`config.mk`:
```
export PLATFORM = sky130hd
export DESIGN_NAME = hazard_stall_ctrl
export DESIGN_NICKNAME = d
export VERILOG_FILES = /design/src/rtl/hazard_stall_ctrl.sv
export SDC_FILE = /design/constraint.sdc
export NUM_CORES = 1
export LEC_CHECK = 0
export CORE_MARGIN = 2
export CORE_UTILIZATION = 43
export CTS_BUF_LIST = sky130_fd_sc_hd__clkbuf_8 sky130_fd_sc_hd__clkbuf_16
export CTS_CLUSTER_DIAMETER = 80
export DETAILED_ROUTE_END_ITERATION = 16
export PLACE_DENSITY = 0.76
export SYNTH_ARGS = -nofsm -noshare
export SYNTH_HDL_FRONTEND = slang
export SYNTH_SLANG_ARGS = --single-unit
```
`constraint.sdc`:
```
create_clock -name clk_i -period 2.3 [get_ports clk_i]
set_input_delay 0.575 -clock clk_i [delete_from_list [all_inputs] [get_ports clk_i]]
set_output_delay 0.575 -clock clk_i [all_outputs]
set_load 0.01 [all_outputs]
```
`src/rtl/hazard_stall_ctrl.sv`:
```
// Stall/flush controller for the 5-stage RISC-V pipeline: load-use bubbles,
// taken-branch flushes, data-memory wait freeze with timeout, and perf counters.
module hazard_stall_ctrl #(
    parameter int MAX_WAIT = 16,
    parameter int CNT_W    = 16
) (
    input  logic             clk_i,
    input  logic             rst_i,
    input  logic [4:0]       Id_RegRs1,
    input  logic [4:0]       Id_RegRs2,
    input  logic             Id_useRs1,
    input  logic             Id_useRs2,
    input  logic             Ex_memRead,
    input  logic [4:0]       Ex_RegRd,
    input  logic             Ex_branchTaken,
    input  logic             Mem_memAccess,
    input  logic             dmem_ready,
    input  logic             cnt_clr,
    output logic             pc_write,
    output logic             ifid_write,
    output logic             ifid_flush,
    output logic             idex_bubble,
    output logic             pipe_hold,
    output logic             mem_timeout,
    output logic [CNT_W-1:0] stall_cycles,
    output logic [CNT_W-1:0] flush_events
);

    localparam int WAIT_W = $clog2(MAX_WAIT + 1);

    typedef enum logic [0:0] {
        ST_RUN      = 1'b0,
        ST_MEM_WAIT = 1'b1
    } state_t;

    state_t            state_q, state_d;
    logic [WAIT_W-1:0] wait_cnt_q, wait_cnt_d;
    logic              mem_timeout_q, mem_timeout_d;
    logic [CNT_W-1:0]  stall_cycles_q, stall_cycles_d;
    logic [CNT_W-1:0]  flush_events_q, flush_events_d;

    logic load_use;
    logic freeze;
    logic branch_fire;

    function automatic logic [CNT_W-1:0] sat_inc(input logic [CNT_W-1:0] v);
        return (&v) ? v : v + CNT_W'(1);
    endfunction

    function automatic logic [WAIT_W-1:0] wait_inc(input logic [WAIT_W-1:0] v);
        return (v == WAIT_W'(MAX_WAIT)) ? v : v + WAIT_W'(1);
    endfunction

    // Hazard detection: x0 never creates a dependency.
    always_comb begin
        load_use = Ex_memRead && (Ex_RegRd != 5'd0) &&
                   ((Id_useRs1 && (Ex_RegRd == Id_RegRs1)) ||
                    (Id_useRs2 && (Ex_RegRd == Id_RegRs2)));
    end

    // Once waiting, only dmem_ready releases the freeze.
    always_comb begin
        if (state_q == ST_MEM_WAIT) begin
            freeze = ~dmem_ready;
        end else begin
            freeze = Mem_memAccess & ~dmem_ready;
        end
    end

    // Mealy outputs; a freeze defers any branch or load-use until release.
    always_comb begin
        pc_write    = 1'b1;
        ifid_write  = 1'b1;
        ifid_flush  = 1'b0;
        idex_bubble = 1'b0;
        pipe_hold   = 1'b0;
        branch_fire = 1'b0;
        if (!rst_i) begin
            pc_write   = 1'b0;
            ifid_write = 1'b0;
        end else if (freeze) begin
            pc_write   = 1'b0;
            ifid_write = 1'b0;
            pipe_hold  = 1'b1;
        end else if (Ex_branchTaken) begin
            ifid_flush  = 1'b1;
            idex_bubble = 1'b1;
            branch_fire = 1'b1;
        end else if (load_use) begin
            pc_write    = 1'b0;
            ifid_write  = 1'b0;
            idex_bubble = 1'b1;
        end
    end

    // Next state and wait tracking; wait_cnt reaches MAX_WAIT on the
    // (MAX_WAIT+1)th consecutive frozen cycle.
    always_comb begin
        state_d       = state_q;
        wait_cnt_d    = wait_cnt_q;
        mem_timeout_d = mem_timeout_q;
        case (state_q)
            ST_RUN: begin
                wait_cnt_d = '0;
                if (freeze) begin
                    state_d    = ST_MEM_WAIT;
                    wait_cnt_d = WAIT_W'(1);
                end
            end
            ST_MEM_WAIT: begin
                if (freeze) begin
                    wait_cnt_d = wait_inc(wait_cnt_q);
                end else begin
                    state_d    = ST_RUN;
                    wait_cnt_d = '0;
                end
            end
            default: begin
                state_d    = ST_RUN;
                wait_cnt_d = '0;
            end
        endcase
        if (freeze && (wait_cnt_q == WAIT_W'(MAX_WAIT))) begin
            mem_timeout_d = 1'b1;
        end
    end

    // Performance counters: clear beats increment, both saturate.
    always_comb begin
        stall_cycles_d = stall_cycles_q;
        flush_events_d = flush_events_q;
        if (cnt_clr) begin
            stall_cycles_d = '0;
            flush_events_d = '0;
        end else begin
            if (!pc_write) begin
                stall_cycles_d = sat_inc(stall_cycles_q);
            end
            if (branch_fire) begin
                flush_events_d = sat_inc(flush_events_q);
            end
        end
    end

    always_ff @(posedge clk_i or negedge rst_i) begin
        if (!rst_i) begin
            state_q        <= ST_RUN;
            wait_cnt_q     <= '0;
            mem_timeout_q  <= 1'b0;
            stall_cycles_q <= '0;
            flush_events_q <= '0;
        end else begin
            state_q        <= state_d;
            wait_cnt_q     <= wait_cnt_d;
            mem_timeout_q  <= mem_timeout_d;
            stall_cycles_q <= stall_cycles_d;
            flush_events_q <= flush_events_d;
        end
    end

    assign mem_timeout  = mem_timeout_q;
    assign stall_cycles = stall_cycles_q;
    assign flush_events = flush_events_q;

endmodule

```
# Word level (Yosys, flattened, before mapping)
# Index checks and enable logic that the tools add are counted.
classes:
  add_sub_neg: 3
  n_eq_ne: 7
  muxes: 24
  bitwise_logic: 3
  n_reduce_logical: 12
ops:
  columns: ["op", "count"]
  rows:
  - ["two-way mux 16 bit", 6]
  - ["adder 16 x 1 -> 16 bit (second input constant)", 2]
  - ["AND reduction 16 bit", 2]
  - ["two-way mux 1 bit", 15]
  - ["equality test 5 bit", 2]
  - ["two-way mux 5 bit", 2]
  - ["case mux 5 bit (2 select lines)", 1]
  - ["inequality test 2 bit (second input constant)", 3]
  - ["adder 5 x 1 -> 5 bit (second input constant)", 1]
  - ["equality test 5 bit (second input constant)", 1]
  - ["logical AND 1 bit", 5]
  - ["nonzero test 5 bit", 1]
  - ["AND reduction 2 bit", 2]
  - ["inequality test 3 bit (second input constant)", 1]
  - ["NOT 1 bit", 2]
  - ["nonzero test 2 bit", 1]
  - ["AND 1 bit", 1]
  - ["logical OR 1 bit", 1]
totals:
  regBits: 39
  out_inout_bits: 38
  wordCells: 54

# Longest topological paths before layout
# Gate-level depths: netlist of run 1.
logic_depth:
  ltp_word: 10
  depth_mapped: 9

# Least setup slack after synthesis of run 1
# No wires, ideal clock.
synth_path:
  path_kind: "input port to output port"
  from: "input port Ex_RegRd[1]"
  to: "output port pc_write"
  arrival_time_ps: 1769
  required_ps: 1725
  slack_ps: -44
  path_stages: 5
  cell_sequence: "or4_1 o21ai_2 nor2_1 a21oi_1 buf_4"
synth_between:
  elab_chain_len: 8
synth_rtl:
  columns: ["element", "line_no", "source"]
  rows:
  - ["start: declaration", "14", "input logic [4:0] Ex_RegRd,"]
  - ["equality test 5 bit, on equally long branches", "57, 58", null]
  - ["logical AND 1 bit, on equally long branches", "57, 58", null]
  - ["logical OR 1 bit", "57", "((Id_useRs1 && (Ex_RegRd == Id_RegRs1)) ||"]
  - ["logical AND 1 bit (*)", "56", "load_use = Ex_memRead && (Ex_RegRd != 5'd0) &&"]
  - ["two-way mux 1 bit (*) (4 in a row)", null, null]
  - ["end: declaration", "19", "output logic pc_write,"]
# Every way passes the cells marked *; elsewhere a longest branch is shown, timed or not.

# Worst setup path in the final report of run 1
layout_path:
  from: "input port Ex_RegRd[4]"
  to: "output port idex_bubble"
layout_between:
  elab_chain_len: 8
layout_rtl:
  columns: ["element", "line_no", "source"]
  rows:
  - ["equality test 5 bit, on equally long branches", "57, 58", null]
  - ["logical AND 1 bit, on equally long branches", "57, 58", null]
  - ["logical OR 1 bit", "57", null]
  - ["logical AND 1 bit (*)", "56", null]
  - ["two-way mux 1 bit (*)", "89", "end else if (load_use) begin"]
  - ["two-way mux 1 bit (*)", "85", "end else if (Ex_branchTaken) begin"]
  - ["two-way mux 1 bit (*)", "81", "end else if (freeze) begin"]
  - ["two-way mux 1 bit (*)", "78", "if (!rst_i) begin"]
  - ["end: declaration", "22", "output logic idex_bubble,"]
# Marked as above.

==> results.tsv, run 1 <==
stage	metric	value	unit
worst_setup_path	Slowest-stage cell, CP	or4_4	
drt	wire length per cell	14.49	um
min_path	worst min path class	primary input to asynchronous set/reset pin	
finish	ant diodes	0	
clock_tree	CTS tree	done	
clock_tree	CTS buffer count	5	
placement	Port-buffer cells	61	
finish	layout cells sized above 1	0.1804	
worst_setup_path	WP data required	1.73	ns
floorplanning	Die X	75.32	um
finish	Nets	343	
clock_tree	Post-CTS Setup Bufs	0	
global_route	vias in the first global route	2016	
yosys	synthesized area	2187	sq um
sta	final worst slack	0.002147	ns
worst_setup_path	cells along the critical path	buf_6 > or4_4 > o21ai_4 > inv_1 > a21oi_1 > nor2_1 > buf_2	
sta	Final period util	0.9991	
yosys	sequential element share of the synthesized area	0.4462	
global_route	All-Layer GR Usage	0.2050	
drt	vias per cell	5.444	
placement	pre-CTS setup slack	-0.8120	ns
floorplanning	Die Area	5673	sq um
global_route	first-pass GRT wire length	8.921	mm
floorplanning	Die Y	75.32	um
floorplanning	Starting Density	0.4540	
clock_tree	hold_buf cts	0	
sta	Max-slew headroom	0.7347	
sta	Post-Route Skew	0.008391	ns
finish	Area Overhead vs Synth	44.22	%
global_route	GR Overflow Total	0	
floorplanning	I/O pins	62	
sta	Slew @ Worst Pin	0.3980	ns
worst_setup_path	start of the worst register-to-register path	stall_cycles[0]	
yosys	Synth cell types	36	
yosys	Seq cells post-synth	39	
worst_setup_path	Worst setup EP type	primary output	
yosys	syn_nets	259	
yosys	Syn. warnings	0	
global_route	pin count of the biggest net entering global routing	33	
clock_tree	H-tree levels	2	
pwr	Switching Fraction	0.2459	
drt	Vias	2085	
sta	Final Max Tran Viols	0	
pwr	Clk pwr share	0.355	
pwr	peak supply drop	413.1	uV
sta	Setup violations, final	0	
worst_setup_path	crit path kind	primary input to primary output	
yosys	cell count after synthesis	231	
floorplanning	# rows	25	
drt	starting DRC count in detailed routing	81	
worst_setup_path	CP max FO	3	
worst_setup_path	CP Launch Type	primary input	
placement	dpl hpwl	4.082	mm
sta	Hold Fails Final Rpt	0	
drt	drt first pass iters	4	
sta	Hold WS	0.2828	ns
finish	post-route design area	3154	sq um
clock_tree	clk sinks	39	
pwr	Gate power share	0.149	
worst_setup_path	reg2reg path depth	9	
worst_setup_path	reg-to-reg slack, setup	0.10	ns
worst_setup_path	capture point of the worst reg-to-reg path	stall_cycles[8]	
status	status	complete, no violations	
pwr	Seq pwr share	0.495	
run	Max-Cap Viols	0	
yosys	Avg Inst Size Synth	9.468	sq um
sta	RSZ-0062 raised after global routing	true	
worst_setup_path	critical path arrival	1.72	ns
clock_tree	worst-case clock buffer depth	2	
pwr	NetSw	0.3507	mW
drt	DR DRC count	0	
drt	Post-DRT Antenna Nets	0	
pwr	P_leak	1.341	nW
placement	placed cell area	3019	sq um
worst_setup_path	Worst path max stage delay	0.53	ns
pwr	internal power	1.076	mW
clock_tree	root buffer cell	clkbuf_8	
sta	f_max	435.2	MHz
sta	min Tclk post-route	2.298	ns
placement	Placer Congestion	0.7195	
floorplanning	total core area	4817	sq um
drt	drt total wl	5.548	mm
pwr	PwrDens	452.2	nW/um^2
global_route	initial antenna violation count	0	
clock_tree	clk_lat worst skew	0.30	ns
clock_tree	clock slew at reported path FFs	0.07	ns
==> flip-flops by register name, summed over array words and instances (netlist names) <==
register / cells
stall_cycles: 16
state_q: 1
wait_cnt_q: 5
flush_events: 16
mem_timeout: 1
==> worst max path at each step <==
| stage | start | end | cells after the start |
|---|---|---|---|
| floorplan | Ex_RegRd[1] | pc_write | 5 |
| CTS | Mem_memAccess | pipe_hold | 5 |
| global route | Id_RegRs1[2] | ifid_write | 7 |
| finish | Ex_RegRd[4] | idex_bubble | 7 |
| global placement | Ex_RegRd[2] | ifid_write | 6 |
| detailed placement | Ex_RegRd[2] | ifid_write | 6 |
==> worst max-delay path, delay by kind of cell <==
kind	cells	cell delay (ns)
and+or+nand+nor	2	0.58
buffers and inverters	3	0.28
AOI/OAI and AO/OA	2	0.28
==> routing by layer <==
layer | vias up | global-route usage | routed length, um
li1 | 1003 | - | -
met1 | 1020 | 0.2580 | 2309
met2 | 56 | 0.3527 | 2790
met3 | 6 | 0.04894 | 390
met4 | 0 | 0.06043 | 57
met5 | - | 0 | 0
==> power groups by stage <==
stage	clock (mW)	combinational, mW	sequential [mW]
after global placement	0	0.212	0.718
after CTS	0.513	0.207	0.706
after floorplan	0	0.0810	0.725
final	0.507	0.213	0.707
after global routing	0.539	0.234	0.708
after detailed placement	0	0.215	0.719
==> cells by family after synthesis <==
| logic type | Yosys count | synth area share |
|---|---|---|
| AOI/OAI and AO/OA | 44 | 0.1253 |
| DFF | 39 | 0.4462 |
| and+or+nand+nor | 99 | 0.2437 |
| muxes | 4 | 0.01888 |
| buffers and inverters | 14 | 0.03489 |
| adders and majority gates | 4 | 0.02288 |
| xor gates and xnor gates | 27 | 0.1081 |
==> cells in the mapped netlist (all sizes together) <==
master | instances | area [sq um]
o31ai | 6 | 45.04
mux2 | 1 | 11.26
xnor2 | 14 | 122.6
ha | 4 | 50.05
mux2i | 3 | 30.03
a22oi | 1 | 12.51
or3 | 10 | 62.56
o21bai | 1 | 7.510
o22ai | 1 | 6.260
a21o | 1 | 7.510
nor2 | 24 | 90.09
dfrtp | 39 | 975.9
inv | 6 | 22.52
nand2 | 16 | 60.06
xor2 | 13 | 113.9
or4 | 7 | 52.55
and4 | 3 | 28.78
nand2b | 1 | 6.260
and2 | 1 | 6.260
nand4 | 11 | 68.82
clkbuf | 3 | 11.26
a21oi | 19 | 95.09
a2111oi | 1 | 15.01
a31oi | 1 | 6.260
nand3 | 16 | 80.08
buf | 5 | 42.53
a211oi | 2 | 20.02
and3 | 10 | 77.57
o21ai | 11 | 58.81
==> layout make-up <==
class                           count  area (sq um)
Fill cell                         416          1663
Multi-Input combinational cell    178          1199
Sequential cell                    39         975.9
Timing Repair Buffer               85         773.2
Clock buffer                        7         96.34
Tap cell                           67         83.83
Inverter                            6         22.52
Clock inverter                      1         3.754
==> cell usage in the layout, fill, tap and decap left out, types with 2 or more instances in the layout <==
master and count:
dfrtp_1 39, buf_4 23, xor2_1 13, buf_2 5, xnor2_1 12, o31ai_1 5, inv_1 7, nand2_1 16
xnor2_2 2, and3_1 7, o21ai_1 8, or4_1 6, o21ai_0 2, or3_1 10, dlygate4sd2_1 10, mux2i_1 3
clkbuf_8 7, nand4_1 11, dlymetal6s2s_1 2, and4_1 2, clkdlybuf4s15_1 3, and3_4 3, a21oi_1 17, nor2_1 24
ha_1 3, a21oi_2 2, buf_6 2, clkdlybuf4s50_1 39, nand3_1 15
==> metrics by stage <==
| stage | util | cells | power (mW) | TNS [ns] |
|---|---|---|---|---|
| after floorplan | - | 231 | 0.8061 | 0 |
| after CTS | 0.6447 | 383 | 1.427 | 0 |
| after global placement | 0.6268 | 375 | 0.9307 | -9.100 |
| after global routing | 0.6548 | 383 | 1.480 | -0.1079 |
| after detailed placement | 0.6268 | 375 | 0.9342 | -9.934 |
| final | 0.6548 | 383 | 1.426 | 0 |
==> what timing repair did <==
item                       CTS  global route
gates resized for setup     45            11
pin swaps                   18             7
setup endpoints to repair   21             9
Power figures use the tool's default switching activity.
==> inputs of run 2 (changes only) <==
==> constraint.sdc (replaced) <==
create_clock -name clk_i -period 2.3 [get_ports clk_i]
set_input_delay 0.575 -clock clk_i [delete_from_list [all_inputs] [get_ports clk_i]]
set_output_delay 0.575 -clock clk_i [all_outputs]
set_load 0.1 [all_outputs]
==> results.tsv, run 2 (synthesis results as in run 1) <==
stage	metric	value	unit
status	status	finished, violations left	
status	failing checks	setup timing	
placement	Port-buffer cells	61	
sta	min Tclk post-route	2.419	ns
finish	commonest cells after routing, fill and taps aside	buf_4 (56), nor2_1 (22), dfrtp_2 (19), dfrtp_1 (18)	
floorplanning	I/O pins	62	
finish	post-layout util	0.6808	
worst_setup_path	CP Launch Type	primary input	
floorplanning	# rows	25	
drt	drt first pass iters	4	
global_route	first-pass GRT wire length	9.363	mm
placement	dpl hpwl	3.908	mm
floorplanning	Die Y	75.32	um
global_route	GR Overflow Total	0	
sta	Setup violations, final	4	
finish	Fill cells	397	
sta	Hold Fails Final Rpt	0	
worst_setup_path	cells along the critical path	buf_8 > or4_4 > o21ai_4 > nor2_2 > a21oi_4 > buf_12	
worst_setup_path	critical path arrival	1.84	ns
finish	Area Overhead vs Synth	49.94	%
drt	starting DRC count in detailed routing	104	
drt	vias per cell	5.367	
worst_setup_path	CP max FO	3	
clock_tree	clk sinks	39	
pwr	PwrDens	526.9	nW/um^2
drt	Post-DRT Antenna Nets	0	
drt	DR DRC count	0	
worst_setup_path	WP data required	1.73	ns
finish	Nets	344	
drt	metal2 WL	2.811	mm
sta	Max-slew headroom	0.6691	
min_path	worst min path class	primary input to asynchronous set/reset pin	
sta	Post-Route Skew	0.003117	ns
clock_tree	CTS buffer count	5	
worst_setup_path	crit path kind	primary input to primary output	
sta	Final Max Tran Viols	0	
clock_tree	clock slew at reported path FFs	0.08	ns
clock_tree	root buffer cell	clkbuf_8	
sta	Final period util	1.052	
floorplanning	total core area	4817	sq um
placement	placed cell area	3028	sq um
clock_tree	H-tree levels	2	
sta	final worst slack	-0.1195	ns
finish	most common cell after layout, fill and taps aside	buf_4	
finish	post-route design area	3279	sq um
finish	layout cells sized above 1	0.3880	
clock_tree	CTS tree	done	
global_route	vias in the first global route	2101	
pwr	peak supply drop	424.4	uV
drt	wire length per cell	14.82	um
placement	Placer Congestion	0.7652	
clock_tree	worst-case clock buffer depth	2	
sta	f_max	413.3	MHz
worst_setup_path	worst path buffer plus inverter count	2	
drt	M1 WL	2.448	mm
worst_setup_path	Worst setup EP type	primary output	
global_route	All-Layer GR Usage	0.2150	
finish	Sequential Area	1007	sq um
worst_setup_path	Worst path max stage delay	0.53	ns
drt	Vias	2061	
run	Max-Cap Viols	0	
drt	drt total wl	5.689	mm
floorplanning	Starting Density	0.4540	
sta	Slew @ Worst Pin	0.4964	ns
pwr	P_leak	1.417	nW
drt	highest metal used	met4	
drt	Met3 Wirelength	368	um
worst_setup_path	Crit path max-delay family	simple AND/OR/NAND/NOR gates	
finish	Non-Filler Instances	384	
floorplanning	Die Area	5673	sq um
global_route	pin count of the biggest net entering global routing	40	
sta	Final TNS setup	-0.3549	ns
sta	RSZ-0062 raised after global routing	true	
finish	area of the multi-input gates	1237	sq um
finish	ant diodes	0	
clock_tree	clk_lat worst skew	0.29	ns
floorplanning	Die X	75.32	um
worst_setup_path	Slowest-stage cell, CP	or4_4	
placement	dpl cells	369	
global_route	initial antenna violation count	0	
## run 2: changes by cell type in the layout (fill, tap and decap cells not counted), moves of 3 or more
| cell | change |
|---|---|
| a21oi_1 | -3 |
| clkdlybuf4s50_1 | -33 |
| dfrtp_1 | -21 |
| dfrtp_2 | +19 |
| buf_4 | +33 |
| buf_2 | -3 |
| buf_12 | +5 |
## run 2: through the flow
step	setup slack [ns]	total power, mW	hold slack [ns]
after global placement	-0.5513	1.036	0.4589
after detailed placement	-0.5697	1.039	0.4622
final	-0.1195	1.728	0.4064
after floorplan	-0.4940	0.9119	0.2794
after CTS	-0.1441	1.722	0.3872
after global routing	-0.1579	1.794	0.4652
## run 2: metal layers
| layer | track usage | up-vias |
|---|---|---|
| li1 | - | 1005 |
| met1 | 0.2695 | 991 |
| met2 | 0.3700 | 59 |
| met3 | 0.03836 | 6 |
| met4 | 0.08382 | 0 |
| met5 | 0 | - |
## run 2: worst paths after layout
kind / slack (ns) / from / to / cells past startpoint
setup / recovery: -0.12 / Ex_RegRd[1] / pc_write / 6
hold reg to reg: 0.47 / mem_timeout / mem_timeout / 1
min in group clk_i: 0.47 / mem_timeout / mem_timeout / 1
max in group asynchronous: 1.52 / rst_i / stall_cycles[1] / 2
hold / removal: 0.41 / rst_i / stall_cycles[10] / 2
setup reg to reg: 0.09 / stall_cycles[1] / stall_cycles[9] / 8
## run 2: layout make-up
type,count,share of cell area
clock inverter,3,0.02060
tap,67,0.02556
sequential,39,0.3071
timing repair buffer,86,0.2404
multi-input combinational,178,0.3773
clock buffer,5,0.02098
inverter,6,0.008012
## run 2: where the power goes
| part | switching (mW) | internal (mW) | total, mW | leakage, nW |
|---|---|---|---|---|
| Sequential | 0.0146 | 0.699 | 0.713 | 0.505 |
| Clock | 0.249 | 0.433 | 0.682 | 0.0644 |
| Combinational | 0.199 | 0.134 | 0.333 | 0.848 |
| Total | 0.462 | 1.27 | 1.73 | 1.42 |
## run 2: timing repair
action                                  4_1_cts  5_1_grt
endpoints found under the setup margin       20       11
hold buffers                                  0        0
setup buffers                                 3        3
cloned                                        0        1
resized for setup                            28       13
pin swaps                                    15        7
==> inputs of run 3 (changes only) <==
- CORE_MARGIN: 2 -> not set
==> results.tsv, run 3 (synthesis results as in run 1) <==
stage	metric	value	unit
placement	Port-buffer cells	61	
status	failing checks	setup timing	
global_route	GR Overflow Total	0	
sta	final worst slack	-0.1673	ns
floorplanning	Die Area	5376	sq um
finish	ant diodes	0	
worst_setup_path	worst path buffer plus inverter count	2	
global_route	pin count of the biggest net entering global routing	38	
finish	Nets	344	
global_route	All-Layer GR Usage	0.2121	
worst_setup_path	Worst path max stage delay	0.53	ns
clock_tree	worst-case clock buffer depth	2	
sta	Slew @ Worst Pin	0.4821	ns
drt	Post-DRT Antenna Nets	0	
clock_tree	CTS buffer count	5	
worst_setup_path	CP Launch Type	primary input	
clock_tree	CTS tree	done	
clock_tree	clk_lat worst skew	0.29	ns
sta	RSZ-0062 raised after global routing	true	
drt	Vias	2064	
drt	starting DRC count in detailed routing	84	
global_route	vias in the first global route	1906	
worst_setup_path	Worst setup EP type	primary output	
placement	Placer Congestion	0.7460	
drt	vias per cell	5.375	
finish	most common cell after layout, fill and taps aside	buf_4	
sta	Max-slew headroom	0.6786	
floorplanning	# rows	25	
sta	Hold Fails Final Rpt	0	
worst_setup_path	cells along the critical path	buf_8 > or4_4 > o21ai_4 > nor2_4 > a21oi_4 > buf_12	
finish	Area Overhead vs Synth	50.69	%
clock_tree	clk sinks	39	
global_route	initial antenna violation count	0	
status	status	finished, violations left	
finish	layout cells sized above 1	0.4069	
global_route	first-pass GRT wire length	8.804	mm
worst_setup_path	crit path kind	primary input to primary output	
worst_setup_path	Slowest-stage cell, CP	or4_4	
clock_tree	root buffer cell	clkbuf_8	
floorplanning	total core area	4817	sq um
worst_setup_path	CP max FO	3	
worst_setup_path	WP data required	1.73	ns
finish	Fill cells	382	
min_path	worst min path class	primary input to asynchronous set/reset pin	
worst_setup_path	critical path arrival	1.89	ns
drt	DR DRC count	0	
floorplanning	Die Y	73.32	um
drt	wire length per cell	15.26	um
pwr	P_leak	1.405	nW
drt	drt first pass iters	4	
sta	min Tclk post-route	2.467	ns
worst_setup_path	Crit path max-delay family	simple AND/OR/NAND/NOR gates	
drt	drt total wl	5.861	mm
sta	f_max	405.3	MHz
sta	Final Max Tran Viols	0	
sta	Final period util	1.073	
sta	Setup violations, final	12	
placement	dpl hpwl	3.845	mm
clock_tree	clock slew at reported path FFs	0.07	ns
pwr	peak supply drop	373.3	uV
placement	pre-CTS setup slack	-0.5657	ns
pwr	PwrDens	457.9	nW/um^2
floorplanning	Starting Density	0.4540	
floorplanning	I/O pins	62	
sta	Post-Route Skew	0.004939	ns
sta	Final TNS setup	-0.6640	ns
clock_tree	H-tree levels	2	
finish	commonest cells after routing, fill and taps aside	buf_4 (52), nor2_1 (22), dfrtp_2 (19), dfrtp_1 (18), nand2_1 (16)	
run	Max-Cap Viols	0	
floorplanning	Die X	73.32	um
[run 3: cell types whose count changed in the layout (fill, tap and decap cells not counted), moves of 2 or more]
| cell | before | now |
|---|---|---|
| buf_6 | 1 | 4 |
| or3_4 | 0 | 2 |
| buf_4 | 56 | 52 |
| bufinv_16 | 2 | 0 |
| a21oi_1 | 14 | 12 |
| clkinv_2 | 0 | 3 |
| or3_1 | 10 | 8 |
| a21oi_2 | 4 | 6 |
[run 3: worst paths after layout]
check,start,end,slack [ns],depth (start not counted)
max in group asynchronous,rst_i,stall_cycles[0],1.47,2
setup / recovery,Ex_RegRd[1],ifid_write,-0.17,6
hold / removal,rst_i,wait_cnt_q[0],0.1,1
setup reg to reg,stall_cycles[1],stall_cycles[9],0.03,8
hold reg to reg,mem_timeout,mem_timeout,0.48,1
min in group clk_i,mem_timeout,mem_timeout,0.48,1
[run 3: stage by stage]
stage	hold WS, ns	utilization	power [mW]	area (sq um)	cells
3_5_place_dp	0.3959	0.6255	1.039	3013	367
4_1_cts	0.09141	0.6496	1.490	3129	378
3_3_place_gp	0.3911	0.6255	1.034	3013	367
5_1_grt	0.09182	0.6842	1.568	3296	384
6_report	0.09852	0.6842	1.509	3296	384
2_1_floorplan	0.2794	-	0.9119	2290	231
[run 3: repair_timing]
action,CTS,global route
pin swaps,17,20
buffers inserted,3,5
setup endpoints to repair,21,9
hold buffers,0,0
cloned,0,1
resized for setup,32,24
[run 3: layer usage]
layer | share of wire | GRT usage
met1 | 0.43 | 0.2781
met2 | 0.49 | 0.3488
met3 | 0.059 | 0.05487
met4 | 0.016 | 0.05983
met5 | 0 | 0
[run 3: layout make-up]
type	count	area, sq um	share of cell area
clock buffer	5	68.82	0.02088
clock inverter	3	15.01	0.004556
inverter	6	26.28	0.007973
multi-input combinational	178	1286	0.3903
sequential	39	1007	0.3056
tap	67	83.83	0.02544
timing repair buffer	86	808.3	0.2453
[run 3: report_power, final]
part           internal [mW]  switching [mW]
Sequential             0.699          0.0154
Combinational          0.137           0.206
Clock                  0.208           0.244
[run 3: worst register-to-register path, delay by kind of cell (launching register included)]
kind / cells / cell delay [ns]
compound gates: 3 / 0.46
flops: 1 / 0.52
buf+inv: 1 / 0.17
simple gates: 3 / 0.86
fa+ha+maj: 1 / 0.18
